[src/rtl/multicycle_ctrl_fsm.sv]
// Main control FSM of the multicycle MIPS-subset datapath: sequences fetch/decode/execute/
// memory/writeback, drives every datapath mux/enable, and traps overflow or illegal opcodes.
module multicycle_ctrl_fsm #(
    parameter int MEM_WAIT = 2,
    parameter int STATE_W  = 7
) (
    input  logic               clock,
    input  logic               reset,
    input  logic [5:0]         opcode,
    input  logic [5:0]         funct,
    input  logic               zero,
    input  logic               overflow,
    output logic [1:0]         alu_src_a,
    output logic [2:0]         alu_src_b,
    output logic [2:0]         alu_op,
    output logic [2:0]         pc_source,
    output logic               pc_write,
    output logic               mem_wr,
    output logic               ir_write,
    output logic [2:0]         iord,
    output logic [3:0]         mem_to_reg,
    output logic               write_reg_a,
    output logic               write_reg_b,
    output logic               alu_out_write,
    output logic [1:0]         reg_dst,
    output logic               reg_write,
    output logic               epc_write,
    output logic [STATE_W-1:0] state_out
);

    localparam int WCNT_W = (MEM_WAIT > 0) ? $clog2(MEM_WAIT + 1) : 1;
    // Last count value of a wait phase; with no wait states MRD still lasts one cycle.
    localparam logic [WCNT_W-1:0] WLAST = (MEM_WAIT > 0) ? WCNT_W'(MEM_WAIT - 1) : '0;
    localparam bit HAS_WAIT = (MEM_WAIT > 0);

    localparam logic [STATE_W-1:0] S_RST    = STATE_W'(1);
    localparam logic [STATE_W-1:0] S_FETCH  = STATE_W'(2);
    localparam logic [STATE_W-1:0] S_FWAIT  = STATE_W'(3);
    localparam logic [STATE_W-1:0] S_IRLD   = STATE_W'(4);
    localparam logic [STATE_W-1:0] S_DECODE = STATE_W'(5);
    localparam logic [STATE_W-1:0] S_EXR    = STATE_W'(6);
    localparam logic [STATE_W-1:0] S_EXI    = STATE_W'(7);
    localparam logic [STATE_W-1:0] S_WBR    = STATE_W'(8);
    localparam logic [STATE_W-1:0] S_WBI    = STATE_W'(9);
    localparam logic [STATE_W-1:0] S_ADDR   = STATE_W'(10);
    localparam logic [STATE_W-1:0] S_MRD    = STATE_W'(11);
    localparam logic [STATE_W-1:0] S_LDWB   = STATE_W'(12);
    localparam logic [STATE_W-1:0] S_STORE  = STATE_W'(13);
    localparam logic [STATE_W-1:0] S_BR     = STATE_W'(14);
    localparam logic [STATE_W-1:0] S_JMP    = STATE_W'(15);
    localparam logic [STATE_W-1:0] S_EXC    = STATE_W'(16);

    localparam logic [5:0] OP_RTYPE = 6'h00;
    localparam logic [5:0] OP_J     = 6'h02;
    localparam logic [5:0] OP_BEQ   = 6'h04;
    localparam logic [5:0] OP_BNE   = 6'h05;
    localparam logic [5:0] OP_ADDI  = 6'h08;
    localparam logic [5:0] OP_LW    = 6'h23;
    localparam logic [5:0] OP_SW    = 6'h2B;
    localparam logic [5:0] FN_ADD   = 6'h20;
    localparam logic [5:0] FN_SUB   = 6'h22;
    localparam logic [5:0] FN_AND   = 6'h24;

    logic [STATE_W-1:0] state, next_state;
    logic [WCNT_W-1:0]  wcnt;
    logic               wcnt_last;
    logic               is_rtype;

    assign wcnt_last = (wcnt == WLAST);
    assign is_rtype  = (opcode == OP_RTYPE) &&
                       (funct == FN_ADD || funct == FN_SUB || funct == FN_AND);
    assign state_out = state;

    always_ff @(posedge clock or posedge reset) begin
        if (reset) begin
            state <= S_RST;
            wcnt  <= '0;
        end else begin
            state <= next_state;
            if ((state == S_FWAIT || state == S_MRD) && !wcnt_last)
                wcnt <= wcnt + 1'b1;
            else
                wcnt <= '0;
        end
    end

    always_comb begin
        next_state = S_RST;
        case (state)
            S_RST:    next_state = S_FETCH;
            S_FETCH:  next_state = HAS_WAIT ? S_FWAIT : S_IRLD;
            S_FWAIT:  next_state = wcnt_last ? S_IRLD : S_FWAIT;
            S_IRLD:   next_state = S_DECODE;
            S_DECODE: begin
                if (is_rtype)                              next_state = S_EXR;
                else if (opcode == OP_ADDI)                next_state = S_EXI;
                else if (opcode == OP_LW || opcode == OP_SW) next_state = S_ADDR;
                else if (opcode == OP_BEQ || opcode == OP_BNE) next_state = S_BR;
                else if (opcode == OP_J)                   next_state = S_JMP;
                else                                       next_state = S_EXC;
            end
            // AND cannot overflow, so its overflow flag is not a trap source.
            S_EXR:    next_state = (overflow && funct != FN_AND) ? S_EXC : S_WBR;
            S_EXI:    next_state = overflow ? S_EXC : S_WBI;
            S_ADDR:   next_state = (opcode == OP_LW) ? S_MRD : S_STORE;
            S_MRD:    next_state = wcnt_last ? S_LDWB : S_MRD;
            S_WBR, S_WBI, S_LDWB, S_STORE, S_BR, S_JMP, S_EXC:
                      next_state = S_FETCH;
            default:  next_state = S_RST;
        endcase
    end

    always_comb begin
        alu_src_a     = 2'd0;
        alu_src_b     = 3'd0;
        alu_op        = 3'd0;
        pc_source     = 3'd0;
        pc_write      = 1'b0;
        mem_wr        = 1'b0;
        ir_write      = 1'b0;
        iord          = 3'd0;
        mem_to_reg    = 4'd0;
        write_reg_a   = 1'b0;
        write_reg_b   = 1'b0;
        alu_out_write = 1'b0;
        reg_dst       = 2'd0;
        reg_write     = 1'b0;
        epc_write     = 1'b0;
        case (state)
            S_RST: begin
                reg_write  = 1'b1;
                reg_dst    = 2'd1;
                mem_to_reg = 4'd5;
            end
            S_FETCH: begin
                alu_src_b = 3'd1;
                alu_op    = 3'd1;
                pc_write  = 1'b1;
            end
            S_IRLD: ir_write = 1'b1;
            S_DECODE: begin
                write_reg_a   = 1'b1;
                write_reg_b   = 1'b1;
                alu_src_b     = 3'd3;
                alu_op        = 3'd1;
                alu_out_write = 1'b1;
            end
            S_EXR: begin
                alu_src_a     = 2'd2;
                alu_out_write = 1'b1;
                case (funct)
                    FN_SUB:  alu_op = 3'd2;
                    FN_AND:  alu_op = 3'd3;
                    default: alu_op = 3'd1;
                endcase
            end
            S_EXI, S_ADDR: begin
                alu_src_a     = 2'd2;
                alu_src_b     = 3'd2;
                alu_op        = 3'd1;
                alu_out_write = 1'b1;
            end
            S_WBR: begin
                reg_write = 1'b1;
                reg_dst   = 2'd3;
            end
            S_WBI: reg_write = 1'b1;
            S_MRD: iord = 3'd1;
            S_LDWB: begin
                reg_write  = 1'b1;
                mem_to_reg = 4'd1;
            end
            S_STORE: begin
                iord   = 3'd1;
                mem_wr = 1'b1;
            end
            S_BR: begin
                alu_src_a = 2'd2;
                alu_op    = 3'd2;
                pc_source = 3'd1;
                pc_write  = (opcode == OP_BNE) ? !zero : zero;
            end
            S_JMP: begin
                pc_source = 3'd2;
                pc_write  = 1'b1;
            end
            S_EXC: begin
                epc_write = 1'b1;
                pc_source = 3'd3;
                pc_write  = 1'b1;
            end
            default: ;
        endcase
    end

endmodule

[config.mk]
export PLATFORM = sky130hd
export DESIGN_NAME = multicycle_ctrl_fsm
export DESIGN_NICKNAME = d
export VERILOG_FILES = /design/src/rtl/multicycle_ctrl_fsm.sv
export SDC_FILE = /design/constraint.sdc
export NUM_CORES = 1
export LEC_CHECK = 0
export ABC_AREA = 1
export BUFFER_PORTS_ARGS = -buffer_cell sky130_fd_sc_hd__buf_2
export CAP_MARGIN = 20
export CORE_MARGIN = 4
export CORE_UTILIZATION = 40
export CTS_BUF_LIST = sky130_fd_sc_hd__clkbuf_4 sky130_fd_sc_hd__clkbuf_8
export DETAILED_ROUTE_END_ITERATION = 8
export PLACE_DENSITY = 0.73
export RECOVER_POWER = 50
export REMOVE_ABC_BUFFERS = 1
export SLEW_MARGIN = 20
export SYNTH_ARGS = -nofsm -noshare
export SYNTH_HDL_FRONTEND = slang
export SYNTH_SLANG_ARGS = --single-unit
[constraint.sdc]
create_clock -name clock -period 1.45 [get_ports clock]
set_input_delay 0.2175 -clock clock [delete_from_list [all_inputs] [get_ports clock]]
set_output_delay 0.2175 -clock clock [all_outputs]
set_load 0.03 [all_outputs]
==> results of run 1 <==
==> stage by stage <==
step	instance area [um^2]	instances	util	setup WS, ns
finish	1590	259	0.726	-0.293
global route	1590	259	0.726	-0.355
CTS	1490	256	0.678	-0.242
detailed placement	1230	245	0.562	-0.0431
global placement	1230	245	0.562	-0.0494
floorplan	846	157	-	-0.861
==> power by group through the flow <==
stage	Clock [W]	Sequential, W	Combinational (W)
floorplan	0	0.000533	0.00124
global placement	0	0.000406	0.00212
detailed placement	0	0.000409	0.00213
CTS	0.000193	0.000435	0.00262
global route	0.000213	0.000476	0.00313
finish	0.000188	0.000466	0.00299
==> path summary, 6_finish.rpt <==
check | start | to | slack (ns)
worst max-delay path | state_out[0]$_DFF_PP1_ | pc_write | -0.29
worst min-delay path | overflow | state_out[4]$_DFF_PP0_ | 0.23
worst max register to register | state_out[0]$_DFF_PP1_ | state_out[1]$_DFF_PP0_ | -0.09
worst min register to register | wcnt[0]$_DFF_PP0_ | wcnt[0]$_DFF_PP0_ | 0.44
max in group asynchronous | reset | state_out[0]$_DFF_PP1_ | 0.77
min in group asynchronous | reset | state_out[1]$_DFF_PP0_ | 0.42
==> critical path, delay by kind of cell (launching register included) <==
kind	cells	cell delay, ns
flip-flops	1	0.64
AND/OR/NAND/NOR	2	0.19
buffers and inverters	2	0.23
AO/OA/AOI/OAI	1	0.22
==> sequential cells by signal, indices dropped and copies added, names as in the netlist <==
| name | cells |
|---|---|
| state_out | 5 |
| wcnt | 2 |
==> layer usage <==
metal	vias to the layer above	routed length, um	global-route usage
li1	628	-	-
met1	598	1320	0.206
met2	58	1790	0.334
met3	0	217	0.0371
met4	0	0	0.0237
met5	-	0	0
==> timing repair <==
action                                 4_1_cts  5_1_grt
gates resized for setup                     56       28
buffers inserted                             6        5
hold buffers                                 1        0
pin swaps                                   12       15
endpoints found under the hold margin        6        0
setup endpoints to repair                   20       23
==> cell usage in the layout, fill, tap and decap left out, types with 4 or more instances in the layout <==
| cell type | netlist | layout |
|---|---|---|
| sky130_fd_sc_hd__buf_2 | 0 | 20 |
| sky130_fd_sc_hd__buf_4 | 12 | 34 |
| sky130_fd_sc_hd__buf_6 | 0 | 15 |
| sky130_fd_sc_hd__clkbuf_4 | 0 | 4 |
| sky130_fd_sc_hd__conb_1 | 1 | 10 |
| sky130_fd_sc_hd__inv_1 | 24 | 20 |
| sky130_fd_sc_hd__nand2_1 | 34 | 26 |
| sky130_fd_sc_hd__nand2_2 | 0 | 4 |
| sky130_fd_sc_hd__nand2_4 | 0 | 4 |
| sky130_fd_sc_hd__nand3_1 | 26 | 18 |
| sky130_fd_sc_hd__nand3_2 | 1 | 9 |
| sky130_fd_sc_hd__nor2_1 | 31 | 22 |
| sky130_fd_sc_hd__nor2_2 | 2 | 8 |
| sky130_fd_sc_hd__nor2_4 | 2 | 5 |
==> area by class of cell <==
type,instances,area share
sequential,7,0.113
clock buffer,4,0.0189
multi-input combinational,125,0.448
inverter,25,0.0622
timing repair buffer,70,0.336
tap,28,0.0220
==> Yosys cell counts, types with 2 or more instances <==
master                     instances
sky130_fd_sc_hd__a21oi_1           2
sky130_fd_sc_hd__buf_4            12
sky130_fd_sc_hd__dfrtp_1           6
sky130_fd_sc_hd__inv_1            24
sky130_fd_sc_hd__nand2_1          34
sky130_fd_sc_hd__nand3_1          26
sky130_fd_sc_hd__nand3b_1          2
sky130_fd_sc_hd__nand4_1           3
sky130_fd_sc_hd__nor2_1           31
sky130_fd_sc_hd__nor2_2            2
sky130_fd_sc_hd__nor2_4            2
sky130_fd_sc_hd__o21ai_0           6
==> logic make-up after synthesis <==
kind of cell | count (synthesis) | share of synthesized area
buffers and inverters | 38 | 0.216
AOI/OAI and AO/OA | 11 | 0.0670
other | 1 | 0.00409
DFF | 7 | 0.193
and+or+nand+nor | 103 | 0.507
adders and majority gates | 1 | 0.0137
==> results summary, run 1 <==
CTS built an H-tree with a depth of 1. Ranked by total cell area, the synthesized netlist is headed by sky130_fd_sc_hd__dfrtp_1 16%, sky130_fd_sc_hd__nand3_1 14%, sky130_fd_sc_hd__nand2_1 14%. The largest vdd supply drop came out at 1.80 mV. The final net count is 249. The largest single stage delay on the critical path is 0.64 ns. The worst setup path is launched from a flop. The I/O pin total came out at 51. Synthesis produced a netlist whose cell count is 161. The signal on the critical path passes through nand2_4 -> o21ai_1 -> inv_1 -> nand3_1 -> buf_4. For this design the static power due to leakage is 0.920 nW. Data on the critical path is required at its endpoint by 1.23 ns. The capturing element type of the critical path is an output pin. The die is 55.9 um tall. The switching part of the total power is 0.547. The checks that failed: setup timing. The clock net sink count came out at 7.

The overflow left after global routing is 0. The number of placement rows came out at 17. The synthesized design spends more area on one cell type than any other, namely sky130_fd_sc_hd__dfrtp_1.

The TritonCTS buffer count came out at 3. The max-slew violation count came out at 0. Dividing the final minimum period by the clock period gives 1.20. The total half-perimeter wirelength after legalization and detailed placement came out at 2130 um. After synthesis the cells add up to 916 um^2. The number of antenna repair diodes is 0. The routed design has 3320 um of wire. The register cell area after layout came out at 180 um^2.

The initial core utilization is 0.418. The count of buffers from port buffering is 40. Dividing the synthesized area by the synthesized cell count gives 5.69 um^2. The most common flop cell mapped by yosys is sky130_fd_sc_hd__dfrtp_1. The die covers 0.00312 mm^2. The flow ran to the end, but the final reports show violations. The max-capacitance violation count is 0. Power spread over the standard cell area amounts to 2290 mW/mm^2. The post-layout minimum cycle time is 1.74 ns. The slowest stage cell on the critical path is sky130_fd_sc_hd__dfstp_2. The number of cells traversed by the worst hold path is 3. The antenna violation net count after detailed routing is 0.

The number of warning messages in the yosys log is 0. The synthesis-to-layout area growth is 73.6%. The part of the power in the clock network is 0.052. The worst path setup slack after routing came out at -0.293 ns. Of the cells placed in the final design, the portion with a size suffix greater than 1 is 0.506. The worst hold slack is 0.230 ns.

The clock-pin slew on the worst setup and hold paths came out at 0.05 ns. Synthesis instantiated 23 different standard cells from the library. The final total power is 0.00364 W. The via density per instance came out at 4.96. The final count of negative-setup-slack endpoints is 23. The number of search-and-repair iterations in the first detailed-routing pass is 4. The switching power summed over all nets is 0.00199 W.

At the end of routability-driven placement, the weighted congestion stood at 0.780. The path type of the worst setup path is reg -> out. The residual DRC count came out at 0. The tightest min-delay check is of the in -> reg type. Detailed routing inserted a total of 1284 vias. After detailed routing, the average wire length per cell comes to 12.8 um.

Yosys mapped a number of flops with a built-in enable equal to 0. The DRC marker count from the first detailed-route iteration came out at 49. The pin count of the biggest net entering global routing is 8. The tree is rooted in a sky130_fd_sc_hd__clkbuf_4. The flip-flop and latch count after synthesis came out at 7.

The first global-routing pass estimated 4530 um of wire. Setup repair after global routing could not meet its margin everywhere. Adding up every negative setup slack in the final design gives -4.55 ns. The sequential share of power came out at 0.128.

The fraction of registers with async set/reset came out at 1.00. The sequential cell area fraction in the yosys report came out at 0.193. The horizontal die dimension is 55.9 um. The clock latency on the worst-skew pair came out at 0.25 ns.

The number of antenna violations at the first check in global routing is 0. The fraction of synthesized cell area taken by the top area cell type is 0.164. The final hold violation count is 0. The number of filler cells placed in the layout is 179. Based on the critical path, the design can be clocked at up to 0.574 GHz.

TritonCTS built the clock tree. The via count of the first global-routing pass is 1102. The setup skew after layout came out at 0.00298 ns. Along the worst path, the maximum fanout reaches 6.

The total area of multi-input combinational cells is 712 um^2. The total routing resource utilization after global routing is 0.176. The power share of the combinational group came out at 0.820.

The worst register-to-register path has a depth of 6. The cell internal power dissipation is 0.00165 W. The maximum buffer depth of the clock tree is 2. The floorplan core area is 0.00219 mm^2. The signal arrival time at the worst endpoint is 1.53 ns.
Note: power is estimated with default switching activity, not from simulation.
==> inputs of run 2 (changes only) <==
ABC_AREA = not set   (was 1)
PLACE_DENSITY = 0.71   (was 0.73)
==> run 2 against run 1 <==
  * The flow still finishes with violations (setup timing)
  * Sequential share of layout area shrank 2.9 points
  * First-iteration DRC count increased by 130%
  * Clock skew grew 0.0043 ns
  * Global-route usage increased by 7.7 points
  * Design area up 36%
  * Via count increased by 27%
  * Worst hold slack got worse by 0.0094 ns
==> results summary, run 2 <==
The run finished, with violations left. The checks that failed: setup timing. The start point of the critical path is state_out[0]$_DFF_PP1_. The max-slew violation count is 0 (unchanged). The mean post-synth cell area is 7.10 um^2 (+25%). The maximum net fanout on the critical path came to 7 (+1).

The fraction of registers with async set/reset came out at 1.00 (unchanged). The number of distinct library cell variants in the gate-level netlist after synthesis is 51 (+120%). The maximum buffer depth of the clock tree is 2 (unchanged). The number of warning messages in the yosys log came out at 0 (unchanged). The I/O pin total is 51 (unchanged).

The synthesized netlist cell count is 144 (-11%). The total number of H-tree levels is 1 (unchanged). The number of filler cells placed in the layout is 103 (-42%). The signal arrival time at the worst endpoint is 2.07 ns (+0.54 ns).

In this run the worst hold path is classified as in -> reg. The most common cell after layout, fill and taps aside is sky130_fd_sc_hd__buf_4. The total power density per cell area is 2630 mW/mm^2 (+15%). The residual DRC count came to 0 (unchanged). The total routing resource utilization after global routing came to 0.254 (+0.0771).

The post-route fraction of the period consumed by the critical path came out at 1.32 (+0.122). The worst path setup slack after routing is -0.470 ns (-0.177 ns). The worst-case register-to-register setup slack is -0.47 ns (-0.38 ns). In this run the critical register-to-register path is launched from state_out[0]$_DFF_PP1_. The max-capacitance violation count came out at 0 (unchanged).

The final count of negative-setup-slack endpoints is 26 (+13%). The wire length per cell after detailed routing came out at 22.0 um (+72%). Setup repair after global routing could not meet its margin everywhere.

Leaving out fill and tap cells, the most frequent cells in the layout are 47 x sky130_fd_sc_hd__buf_4, 33 x sky130_fd_sc_hd__buf_6, 18 x sky130_fd_sc_hd__buf_2, 10 x sky130_fd_sc_hd__conb_1. The data required time of the critical path is 1.60 ns (+0.37 ns). The count of flip-flops with a built-in enable after synthesis came out at 0 (unchanged). The depth of the worst register-to-register path is 8 (+2). The TritonCTS buffer count is 3 (unchanged). The count of buffers from port buffering came out at 40 (unchanged). The largest total area in the synthesized netlist belongs to sky130_fd_sc_hd__dfrtp_1. STA classifies the critical path endpoint as a flop. The clock tree root buffer cell is sky130_fd_sc_hd__clkbuf_4. The fraction of synthesized cell area taken by the top area cell type was 0.147 (-0.0171).

The leakage power figure came to 0.978 nW (+6.4%). The initial core utilization came out at 0.416 (-0.00163). The die height is 58.6 um (+4.8%). The antenna violation net count after detailed routing came to 0 (unchanged). The commonest cells after synthesis are 11 x sky130_fd_sc_hd__buf_4, 11 x sky130_fd_sc_hd__nand2_1, 10 x sky130_fd_sc_hd__nor2_1. STA classifies the critical path startpoint as a flop.

The pin count of the biggest net entering global routing came out at 11 (+3). The ratio of cells with drive above 1 in the final layout is 0.689 (+0.183). The final total power is 0.00568 W (+56%).

The sequential cell area fraction in the yosys report is 0.173 (-0.0200). The detailed-route wire length is 5910 um (+78%). The via count of the first global-routing pass came out at 1499 (+36%). For this run, the leading register cell type out of synthesis is sky130_fd_sc_hd__dfrtp_1. The number of placement rows is 18 (+1). The die outline area is 0.00343 mm^2 (+9.9%). The flip-flop and latch count after synthesis is 7 (unchanged). By area the synthesized netlist is led by sky130_fd_sc_hd__dfrtp_1 15%, sky130_fd_sc_hd__buf_4 8.1%, sky130_fd_sc_hd__a21oi_1 4.4%. The clock latency on the worst-skew pair came to 0.28 ns (+0.03 ns). The number of antenna repair diodes was 0 (unchanged). The number of flip-flops under the largest register name is 5 (unchanged). The DRC marker count from the first detailed-route iteration came to 113 (+130%). The number of antenna violations at the first check in global routing is 0 (unchanged).

The total standard cell area after synthesis came to 0.00102 mm^2 (+12%). In this run the critical register-to-register path is captured at state_out[1]$_DFF_PP0_. The global-route wire length before repair came out at 6670 um (+47%). The final net count was 256 (+2.8%). Relative to the synthesized area, the layout overhead comes to 111%. The overflow left after global routing is 0 (unchanged).

The horizontal die dimension is 58.6 um (+4.8%). By startpoint and endpoint, the worst setup path is classified as reg -> reg. The clock net sink count was 7 (unchanged). The floorplan core area came out at 0.00245 mm^2 (+12%). The largest vdd supply drop came to 2.38 mV (+32%). The weighted congestion reported at the end of routability-driven placement came out at 0.875 (+12%).

The via count of the routed design was 1634 (+27%). The total half-perimeter wirelength after legalization and detailed placement came out at 2590 um (+22%). The number of search-and-repair iterations in the first detailed-routing pass was 4 (unchanged).

The fmax was 0.521 GHz (-9.2%). The most critical setup path has its endpoint at state_out[1]$_DFF_PP0_. The pre-CTS setup slack came out at -0.133 ns (-0.0901 ns). The via density per instance was 6.10 (+23%). TritonCTS built the clock tree.

The setup skew after layout came out at 0.00727 ns (+0.00428 ns). The clock-pin slew on the worst setup and hold paths was 0.06 ns (about the same). The final hold violation count is 0 (unchanged). The post-layout minimum cycle time came to 1.92 ns (+0.177 ns).
==> run 2: changes by cell type after synthesis, moves of 4 or more <==
cell	change
sky130_fd_sc_hd__nand3_1	-17
sky130_fd_sc_hd__nand2_1	-23
sky130_fd_sc_hd__nand2b_1	+7
sky130_fd_sc_hd__a21oi_1	+7
sky130_fd_sc_hd__nor4_1	+5
sky130_fd_sc_hd__nor2_1	-21
sky130_fd_sc_hd__o21ai_0	-4
sky130_fd_sc_hd__buf_2	+4
sky130_fd_sc_hd__inv_1	-15
sky130_fd_sc_hd__o21ai_1	+5
==> run 2: power by group <==
group	switching (W)	total [W]	internal (W)
combinational	0.00263	0.00496	0.00233
sequential	0.000194	0.000498	0.000304
clock	0.0000962	0.000221	0.000125
total	0.00292	0.00568	0.00276
==> run 2: cell type report <==
cell class                 instances  area (um^2)  area share
clock buffer                       4         30.0      0.0139
inverter                           9         38.8      0.0180
timing repair buffer             102          880       0.408
sequential                         7          181      0.0841
multi-input combinational        116          991       0.459
tap                               30         37.5      0.0174
==> run 2: repair_timing <==
| item | in CTS | in global routing |
|---|---|---|
| hold buffers | 1 | 0 |
| endpoints found under the hold margin | 6 | 0 |
| resized for setup | 89 | 46 |
| pin swaps | 9 | 19 |
| setup endpoints to repair | 24 | 27 |
| buffers inserted | 12 | 17 |
==> run 2: worst max-delay path, cell delays in order (launching register included) <==
cell and delay (ns):
sky130_fd_sc_hd__dfstp_2 0.60, sky130_fd_sc_hd__buf_6 0.14, sky130_fd_sc_hd__buf_12 0.12, sky130_fd_sc_hd__buf_4 0.11, sky130_fd_sc_hd__buf_6 0.10, sky130_fd_sc_hd__nor2_2 0.05, sky130_fd_sc_hd__mux2i_1 0.22, sky130_fd_sc_hd__o22ai_1 0.12
sky130_fd_sc_hd__a221o_1 0.34
==> run 2: per-stage QoR <==
step            util  hold slack (ns)  area (um^2)  instances  TNS, ns
6_report       0.879            0.221         2160        268    -7.70
5_1_grt        0.879            0.232         2160        268    -8.55
4_1_cts        0.759            0.208         1860        255    -5.14
3_5_place_dp   0.578            0.155         1420        238    -1.54
3_3_place_gp   0.578            0.147         1420        238   -0.966
2_1_floorplan      -           0.0202          912        132   -10.30
==> run 2: kinds of logic (layout without fill, tap and decap cells) <==
group,count (synthesis),after routing,synth area share
flip-flops,7,7,0.173
XOR/XNOR,3,3,0.0257
AO/OA/AOI/OAI,36,36,0.244
multiplexers,2,2,0.0196
adder cells (fa/ha/maj),1,1,0.0122
buffers and inverters,30,115,0.174
other,1,10,0.00367
AND/OR/NAND/NOR,64,64,0.349
==> run 2: metal layers <==
layer  global-route usage  share of wire  vias up
li1                     -              -      688
met2                0.485           0.48      139
met4                0.162          0.088        0
met3               0.0263          0.076       54
met5                    0              0        -
met1                0.256           0.36      753
==> run 2: worst min path at each step <==
stage               cells after the start  startpoint                     end  slack, ns
floorplan                               1       reset  state_out[1]$_DFF_PP0_       0.02
global placement                        2       reset       wcnt[1]$_DFF_PP0_       0.15
detailed placement                      2       reset       wcnt[0]$_DFF_PP0_       0.16
CTS                                     2   opcode[4]  state_out[3]$_DFF_PP0_       0.21
global route                            2   opcode[4]  state_out[3]$_DFF_PP0_       0.23
finish                                  2   opcode[4]  state_out[3]$_DFF_PP0_       0.22
